--- src/rtl/adder_pkg.sv ---
// Shared types and helpers for the bit-serial adder.
package adder_pkg;

  typedef enum logic [1:0] {
    IDLE = 2'd0,
    RUN  = 2'd1,
    DONE = 2'd2
  } state_t;

  // Chunk counter width; never below 1 so a single-chunk build still has a counter.
  function automatic int cnt_width(input int width, input int bpc);
    int w;
    w = $clog2(width / bpc);
    return (w < 1) ? 1 : w;
  endfunction

endpackage

--- src/rtl/serial_adder_fa1.sv ---
// 1-bit full adder cell, purely combinational.
module FA1 (
  input  logic A,
  input  logic B,
  input  logic Cin,
  output logic S,
  output logic Cout
);

  assign S    = A ^ B ^ Cin;
  assign Cout = (A & B) | (Cin & (A ^ B));

endmodule

--- src/rtl/serial_adder.sv ---
// Bit-serial add/subtract, BPC bits per clock; result after WIDTH/BPC RUN cycles.
// start is only sampled when not busy; S/Cout/OVF hold until the next accept.
module serial_adder
  import adder_pkg::*;
#(
  parameter int WIDTH = 8,
  parameter int BPC   = 1
) (
  input  logic             clk,
  input  logic             rst_n,
  input  logic             start,
  input  logic             SUB,
  input  logic [WIDTH-1:0] A,
  input  logic [WIDTH-1:0] B,
  input  logic             Cin,
  output logic             busy,
  output logic             done,
  output logic [WIDTH-1:0] S,
  output logic             Cout,
  output logic             OVF
);

  localparam int N  = WIDTH / BPC;
  localparam int CW = cnt_width(WIDTH, BPC);

  if (BPC < 1 || WIDTH < 2 || (WIDTH % BPC) != 0) begin : g_bad_param
    $error("serial_adder: WIDTH must be >= 2 and a multiple of BPC");
  end

  state_t           state_q;
  logic [CW-1:0]    cnt_q;
  logic             carry_q;
  logic [WIDTH-1:0] a_q, b_q, sh_q;
  logic [WIDTH-1:0] a_d, b_d, sh_d;
  logic [WIDTH-1:0] s_q;
  logic             cout_q, ovf_q, busy_q, done_q;

  logic [BPC:0]     c;
  logic [BPC-1:0]   sum;
  logic [WIDTH-1:0] sum_ext;
  logic             last;

  assign c[0] = carry_q;

  for (genvar i = 0; i < BPC; i++) begin : g_fa
    FA1 u_fa (
      .A   (a_q[i]),
      .B   (b_q[i]),
      .Cin (c[i]),
      .S   (sum[i]),
      .Cout(c[i+1])
    );
  end

  // Operands drain from the bottom; results enter the working register from the top.
  assign sum_ext = WIDTH'(sum);
  assign a_d     = a_q >> BPC;
  assign b_d     = b_q >> BPC;
  assign sh_d    = (sh_q >> BPC) | (sum_ext << (WIDTH - BPC));
  assign last    = (cnt_q == CW'(N - 1));

  always_ff @(posedge clk) begin
    if (!rst_n) begin
      state_q <= IDLE;
      cnt_q   <= '0;
      carry_q <= 1'b0;
      a_q     <= '0;
      b_q     <= '0;
      sh_q    <= '0;
      s_q     <= '0;
      cout_q  <= 1'b0;
      ovf_q   <= 1'b0;
      busy_q  <= 1'b0;
      done_q  <= 1'b0;
    end else begin
      case (state_q)
        IDLE, DONE: begin
          done_q <= 1'b0;
          if (start) begin
            // Subtract is A + ~B + 1: invert B once at capture, force carry-in.
            a_q     <= A;
            b_q     <= SUB ? ~B : B;
            carry_q <= SUB | Cin;
            cnt_q   <= '0;
            busy_q  <= 1'b1;
            state_q <= RUN;
          end else begin
            state_q <= IDLE;
          end
        end
        RUN: begin
          a_q     <= a_d;
          b_q     <= b_d;
          sh_q    <= sh_d;
          carry_q <= c[BPC];
          cnt_q   <= cnt_q + CW'(1);
          if (last) begin
            s_q     <= sh_d;
            cout_q  <= c[BPC];
            ovf_q   <= c[BPC] ^ c[BPC-1];
            busy_q  <= 1'b0;
            done_q  <= 1'b1;
            state_q <= DONE;
          end
        end
        default: begin
          busy_q  <= 1'b0;
          done_q  <= 1'b0;
          state_q <= IDLE;
        end
      endcase
    end
  end

  assign busy = busy_q;
  assign done = done_q;
  assign S    = s_q;
  assign Cout = cout_q;
  assign OVF  = ovf_q;

endmodule

--- config.mk ---
export PLATFORM = sky130hd
export DESIGN_NAME = serial_adder
export DESIGN_NICKNAME = d
export VERILOG_FILES = /design/src/rtl/adder_pkg.sv /design/src/rtl/serial_adder_fa1.sv /design/src/rtl/serial_adder.sv
export SDC_FILE = /design/constraint.sdc
export NUM_CORES = 1
export LEC_CHECK = 0
export BUFFER_PORTS_ARGS = -buffer_cell sky130_fd_sc_hd__clkbuf_2
export CAP_MARGIN = 25
export CORE_ASPECT_RATIO = 0.8
export CORE_UTILIZATION = 60
export CTS_BUF_LIST = sky130_fd_sc_hd__clkbuf_8
export CTS_CLUSTER_SIZE = 20
export DETAILED_ROUTE_END_ITERATION = 16
export HOLD_SLACK_MARGIN = 0.03
export PLACE_DENSITY = 0.88
export SKIP_CTS_REPAIR_TIMING = 1
export SYNTH_ARGS = -nofsm -noshare
export SYNTH_HDL_FRONTEND = slang
export SYNTH_SLANG_ARGS = --single-unit
--- constraint.sdc ---
create_clock -name clk -period 4.06 [get_ports clk]
set_input_delay 0.812 -clock clk [delete_from_list [all_inputs] [get_ports clk]]
set_output_delay 0.812 -clock clk [all_outputs]
set_load 0.02 [all_outputs]
Word level (Yosys, flattened, before mapping)
Cells that the tools add are included.
{"block": "totals", "inputBits": 21, "wordCells": 48, "out_inout_bits": 12, "register_bits": 42}
{"block": "op_classes", "reduce_logical": 7, "eq_ne": 5, "n_mux": 15, "n_bitwise": 9, "addsub": 1}
{"op": "8-bit case mux with 2 select lines", "count": 2}
{"op": "8-bit two-way mux", "count": 3}
{"op": "8-bit NOT", "count": 1}
{"op": "7-bit by 8-bit OR with 8-bit output", "count": 1}
{"op": "2-bit AND reduction", "count": 4}
{"op": "3-bit case mux with 2 select lines", "count": 1}
{"op": "1-bit two-way mux", "count": 4}
{"op": "2-bit inequality test, second input constant", "count": 2}
{"op": "1-bit case mux with 2 select lines", "count": 2}
{"op": "2-bit case mux with 2 select lines", "count": 1}
{"op": "3-bit by 1-bit adder with 3-bit output, second input constant", "count": 1}
{"op": "3-bit equality test, second input constant", "count": 1}
{"op": "3-bit two-way mux", "count": 1}
{"op": "1-bit bitwise XOR", "count": 3}
{"op": "1-bit AND", "count": 2}
{"op": "2-bit by 1-bit equality test with 1-bit output, second input constant", "count": 1}
{"op": "2-bit equality test, second input constant", "count": 1}
{"op": "2-bit logical NOT", "count": 1}
{"op": "2-bit two-way mux", "count": 1}
{"op": "1-bit OR", "count": 2}
{"op": "2-bit nonzero test", "count": 1}
{"op": "2-bit OR reduction", "count": 1}

Longest topological paths before layout
{"block": "depth", "depth_word": 4, "ltp_mapped": 6, "mapped_depth_nobuf": 5}

Hierarchy
Synthesis repeated with hierarchy kept, for this count alone.
{"block": "unflattened", "hier_cells": 195, "hier_area_um2": 1696.6}
{"module": "serial_adder", "instances": 1, "area_each_um2": 1676.6, "seq_area_each_um2": 820.8, "cells_per_inst": 194}
{"module": "FA1", "instances": 1, "area_each_um2": 20.0, "seq_area_each_um2": 0.0, "cells_per_inst": 1}

Worst setup path before layout
OpenSTA, ideal clock, no wires.
{"block": "synth_timing", "path_kind": "input-to-reg", "start": "in start", "end": "reg a_q[0]", "path_buffers": 2, "arrival_time_ps": 1418, "path_slack_ps": 2510, "required_time_ps": 3928, "setup_ps": 132, "stages": 5, "path_cell_list": "nor2b_1 > buf_4 > buf_4 > a22oi_2 > a21oi_1"}
{"block": "synth_between", "elab_chain_len": 2}
{"element": "start: declaration", "line_no": "serial_adder.sv:11", "rtl": "input logic start,"}
{"element": "2-bit inequality test (no line)"}
{"element": "2-bit AND reduction (no line)"}
{"element": "end signal: assignment", "line_no": "serial_adder.sv:67", "rtl": "a_q <= '0;"}
{"element": "end signal: assignment", "line_no": "serial_adder.sv:81", "rtl": "a_q <= A;"}
{"element": "end signal: assignment", "line_no": "serial_adder.sv:92", "rtl": "a_q <= a_d;"}
{"element": "end: declaration", "line_no": "serial_adder.sv:33", "rtl": "logic [WIDTH-1:0] a_q, b_q, sh_q;"}
Every way passes these cells.
A chain may end at the register's enable or synchronous reset.

Worst setup path in the final report
{"block": "layout_timing", "start": "reg state_q[0]", "end": "reg a_q[3]"}
{"block": "layout_between", "elab_chain_len": 4, "word_cells_on_any_way": 8, "classes_between": "eq/ne (3); mux (1); reduce/logical (4)"}
{"element": "start: declaration", "line_no": "serial_adder.sv:30", "rtl": "state_t state_q;"}
{"element": "start signal: assignment", "line_no": "serial_adder.sv:64", "rtl": "state_q <= IDLE;"}
{"element": "start signal: assignment", "line_no": "serial_adder.sv:86", "rtl": "state_q <= RUN;"}
{"element": "start signal: assignment", "line_no": "serial_adder.sv:88", "rtl": "state_q <= IDLE;"}
{"element": "2-bit equality test or 2-bit logical NOT (tied branches)", "line_no": "serial_adder.sv:76", "rtl": "case (state_q)"}
{"element": "2-bit OR reduction", "line_no": "serial_adder.sv:76"}
{"element": "2-bit inequality test (no line) or 2-bit nonzero test (tied branches)"}
{"element": "2-bit AND reduction (no line)"}
Several ways; a longest one is shown, not always the timed one.

==> impl_results.md <==
* Initial antenna violation count at 0
* Post-layout nets at 246
* Vias in the first global route at 1237
* Placer Congestion at 0.714
* H-tree levels at 2
* Final critical-path required period at 1.73 ns
* Drt total wl at 3.28 mm
* Post-Synthesis Cells at 196
* Critical path startpoint: state_q[0]
* Syn Nets at 220
* Clock Latency Late Sink at 0.30 ns
* Multi-input gate area at 808 um^2
* Post-Synth Adder-Cell Area at 2.59%
* Detailed Place HPWL at 2.12 mm
* Post-synthesis xor/xnor area fraction at 4.54%
* Fin Setup TNS at 0 ns
* Ant. Diodes at 0
* FF+latch area at 821 um^2
* TritonCTS clock tree: built
* Slew headroom at 31.7%
* CTS Root Cell: clkbuf_8
* Distinct cell type count after synthesis at 28
* Pwr/cell area at 410 nW/um^2
* Grt peak-use layer: met2
* Largest net degree at the start of global routing at 34
* Clock buffer depth at 2
* GR Util All Layers at 22.6%
* Detailed Route Iter0 Violations at 96
* Layout cell share with drive strength beyond 1 at 23.8%
* Clk pin slew, worst setup/hold paths at 0.07 ns
* Cell area after layout at 1990 um^2
* Final hold vios at 0
* VDD IR max at 0.307 mV
* Core region area at 2740 um^2
* Slew @ Worst Pin at 1.02 ns
* WL per Instance at 12.6 um
* Critical path endpoint: a_q[3]
* Lkg Pwr at 0.768 nW
* Max Cap Violations at 0
* Sequential share of the synthesized area at 47.3%
* Area leader, netlist: dfxtp_1
* Initial Util at 63.3%
* IO Count at 33
* Die Width at 62.2 um
* CP Max Fanout at 25
* Critical path class: flop to flop
* Mean Syn Cell Area at 8.86 um^2
* Met1 Usage GRT at 25.5%
* Reg2Reg Capture Point: a_q[3]
* Placed cell areas at 1880 um^2
* Die height at 50.1 um
* Final worst path period share at 42.5%
* Detail Route Antenna Nets at 0
* Fill cell count at 215
* Vias at 1466
* Grt ovf at 0
* Clock sinks at 41
* Fmax at 579 MHz
* Status: completed
* Compound-Gate Fraction of Synth Area at 21.5%
* Syn Std Cell Area at 1740 um^2
* CTS buffer count at 5
* Worst Reg-to-Reg Cells at 3
* R2R Path Start: state_q[0]
* I/O Buffers at 32
* Yosys top cell area share at 47.3%
* Area Overhead vs Synth at 14.7%
* Hold crit path type: flop to flop
* Setup Viol. Count Final at 0
* Worst Setup Start Kind: flop
* Main combinational cell family by area after synthesis: compound AO/OA/AOI/OAI gates
* Simple-gate share of the synthesized area at 17.9%
* Met3 global-route usage at 8.33%
* First-pass GRT wire length at 5.37 mm
* #FFs+latches synth at 41
* Drt drc at 0
* Synth area leaders: dfxtp_1 47%, a21oi_1 10%, nand2_1 8.2%, a22oi_2 7.2%, nand3_1 5.8%
* Mux contribution to synthesized area at 0%
* Syn. warnings at 0
* Skew final at 0.00282 ns
* WP data arrival at 1.96 ns
* First-pass DRT Iterations at 5
* R2R Setup Slk at 2.33 ns
* CP endpoint kind: flop
* Req. time, crit path at 4.30 ns
* Fin. max-slew vios at 0
* Met2 Track Usage GR at 39.4%
* Die area at 3110 um^2
* Vias/cell at 5.62
* Num rows at 17
* Unrepaired setup endpoints after global routing: false
* Fin util at 72.6%
## logic make-up after synthesis
logic type / Yosys count
and+or+nand+nor: 70
AOI/OAI and AO/OA: 56
DFF: 41
buffers and inverters: 17
xor gates and xnor gates: 9
adders and majority gates: 3
## metal layers
layer	wire length [um]	up-vias
li1	-	727
met2	1650	37
met1	1400	697
met3	175	5
met5	0	-
met4	54	0
## cells in the mapped netlist
library cell  instances
dfxtp_1              41
nand2_1              38
a21oi_1              36
nand3_1              20
a22oi_2              10
xor2_1                8
buf_4                 5
nor2_1                5
a22oi_1               4
buf_2                 4
clkbuf_1              4
nand2b_1              3
ha_1                  2
o21ai_0               2
a211oi_1              1
a31oi_1               1
and2b_1               1
and3b_1               1
buf_6                 1
buf_8                 1
clkbuf_2              1
fa_1                  1
inv_1                 1
nand3b_1              1
nor2b_1               1
o21a_1                1
o21bai_1              1
xnor2_1               1
## layout by cell type, fill, tap and decap left out, types with 4 or more instances in the layout
| master | n |
|---|---|
| dfxtp_1 | 41 |
| nand2_1 | 38 |
| a21oi_1 | 36 |
| clkbuf_2 | 32 |
| nand3_1 | 20 |
| a22oi_2 | 10 |
| xor2_1 | 8 |
| clkbuf_8 | 7 |
| nor2_1 | 5 |
| a22oi_1 | 4 |
## where the power goes
group	switching (mW)	internal, mW	leakage [nW]	total (mW)
Clock	0.136	0.153	0.0542	0.290
Sequential	0.0120	0.419	0.334	0.431
Combinational	0.0562	0.0393	0.380	0.0956
Total	0.205	0.612	0.768	0.816
## sequential cells by signal, indices dropped and copies added (netlist names)
signal / flops
S: 8
done: 1
carry_q: 1
b_q: 8
a_q: 8
cnt_q: 3
Cout: 1
sh_q: 7
state_q: 2
OVF: 1
busy: 1
## per-stage QoR
stage | total power [mW] | std cells | hold WS [ns] | setup WS (ns)
after floorplan | 0.513 | 196 | 0.432 | 2.51
after global placement | 0.527 | 251 | 0.446 | 2.07
after detailed placement | 0.532 | 252 | 0.448 | 2.13
after CTS | 0.818 | 260 | 0.458 | 2.33
after global routing | 0.854 | 261 | 0.481 | 2.15
final | 0.816 | 261 | 0.456 | 2.33
## worst min-delay path by stage
stage,startpoint,end,slack [ns],cells after the start
6_report,S[5],S[5],0.46,2
4_1_cts,S[5],S[5],0.46,2
3_5_place_dp,Cout,Cout,0.45,2
3_3_place_gp,S[1],S[1],0.45,2
2_1_floorplan,sh_q[1],S[0],0.43,2
5_1_grt,S[5],S[5],0.48,2
## cell type report
cell class                 instances  area share [%]
sequential                        41            41.2
multi-input combinational        138            40.6
timing repair buffer              35            10.6
clock buffer                       7            4.84
tap                               38            2.39
clock inverter                     1           0.251
inverter                           1           0.188
## critical path, cell delays in order, from the launching register on
cell	delay (ns)
dfxtp_1	0.42
and2b_1	0.84
a22oi_1	0.24
a21oi_1	0.16
Note: power is estimated with default switching activity, not from simulation.
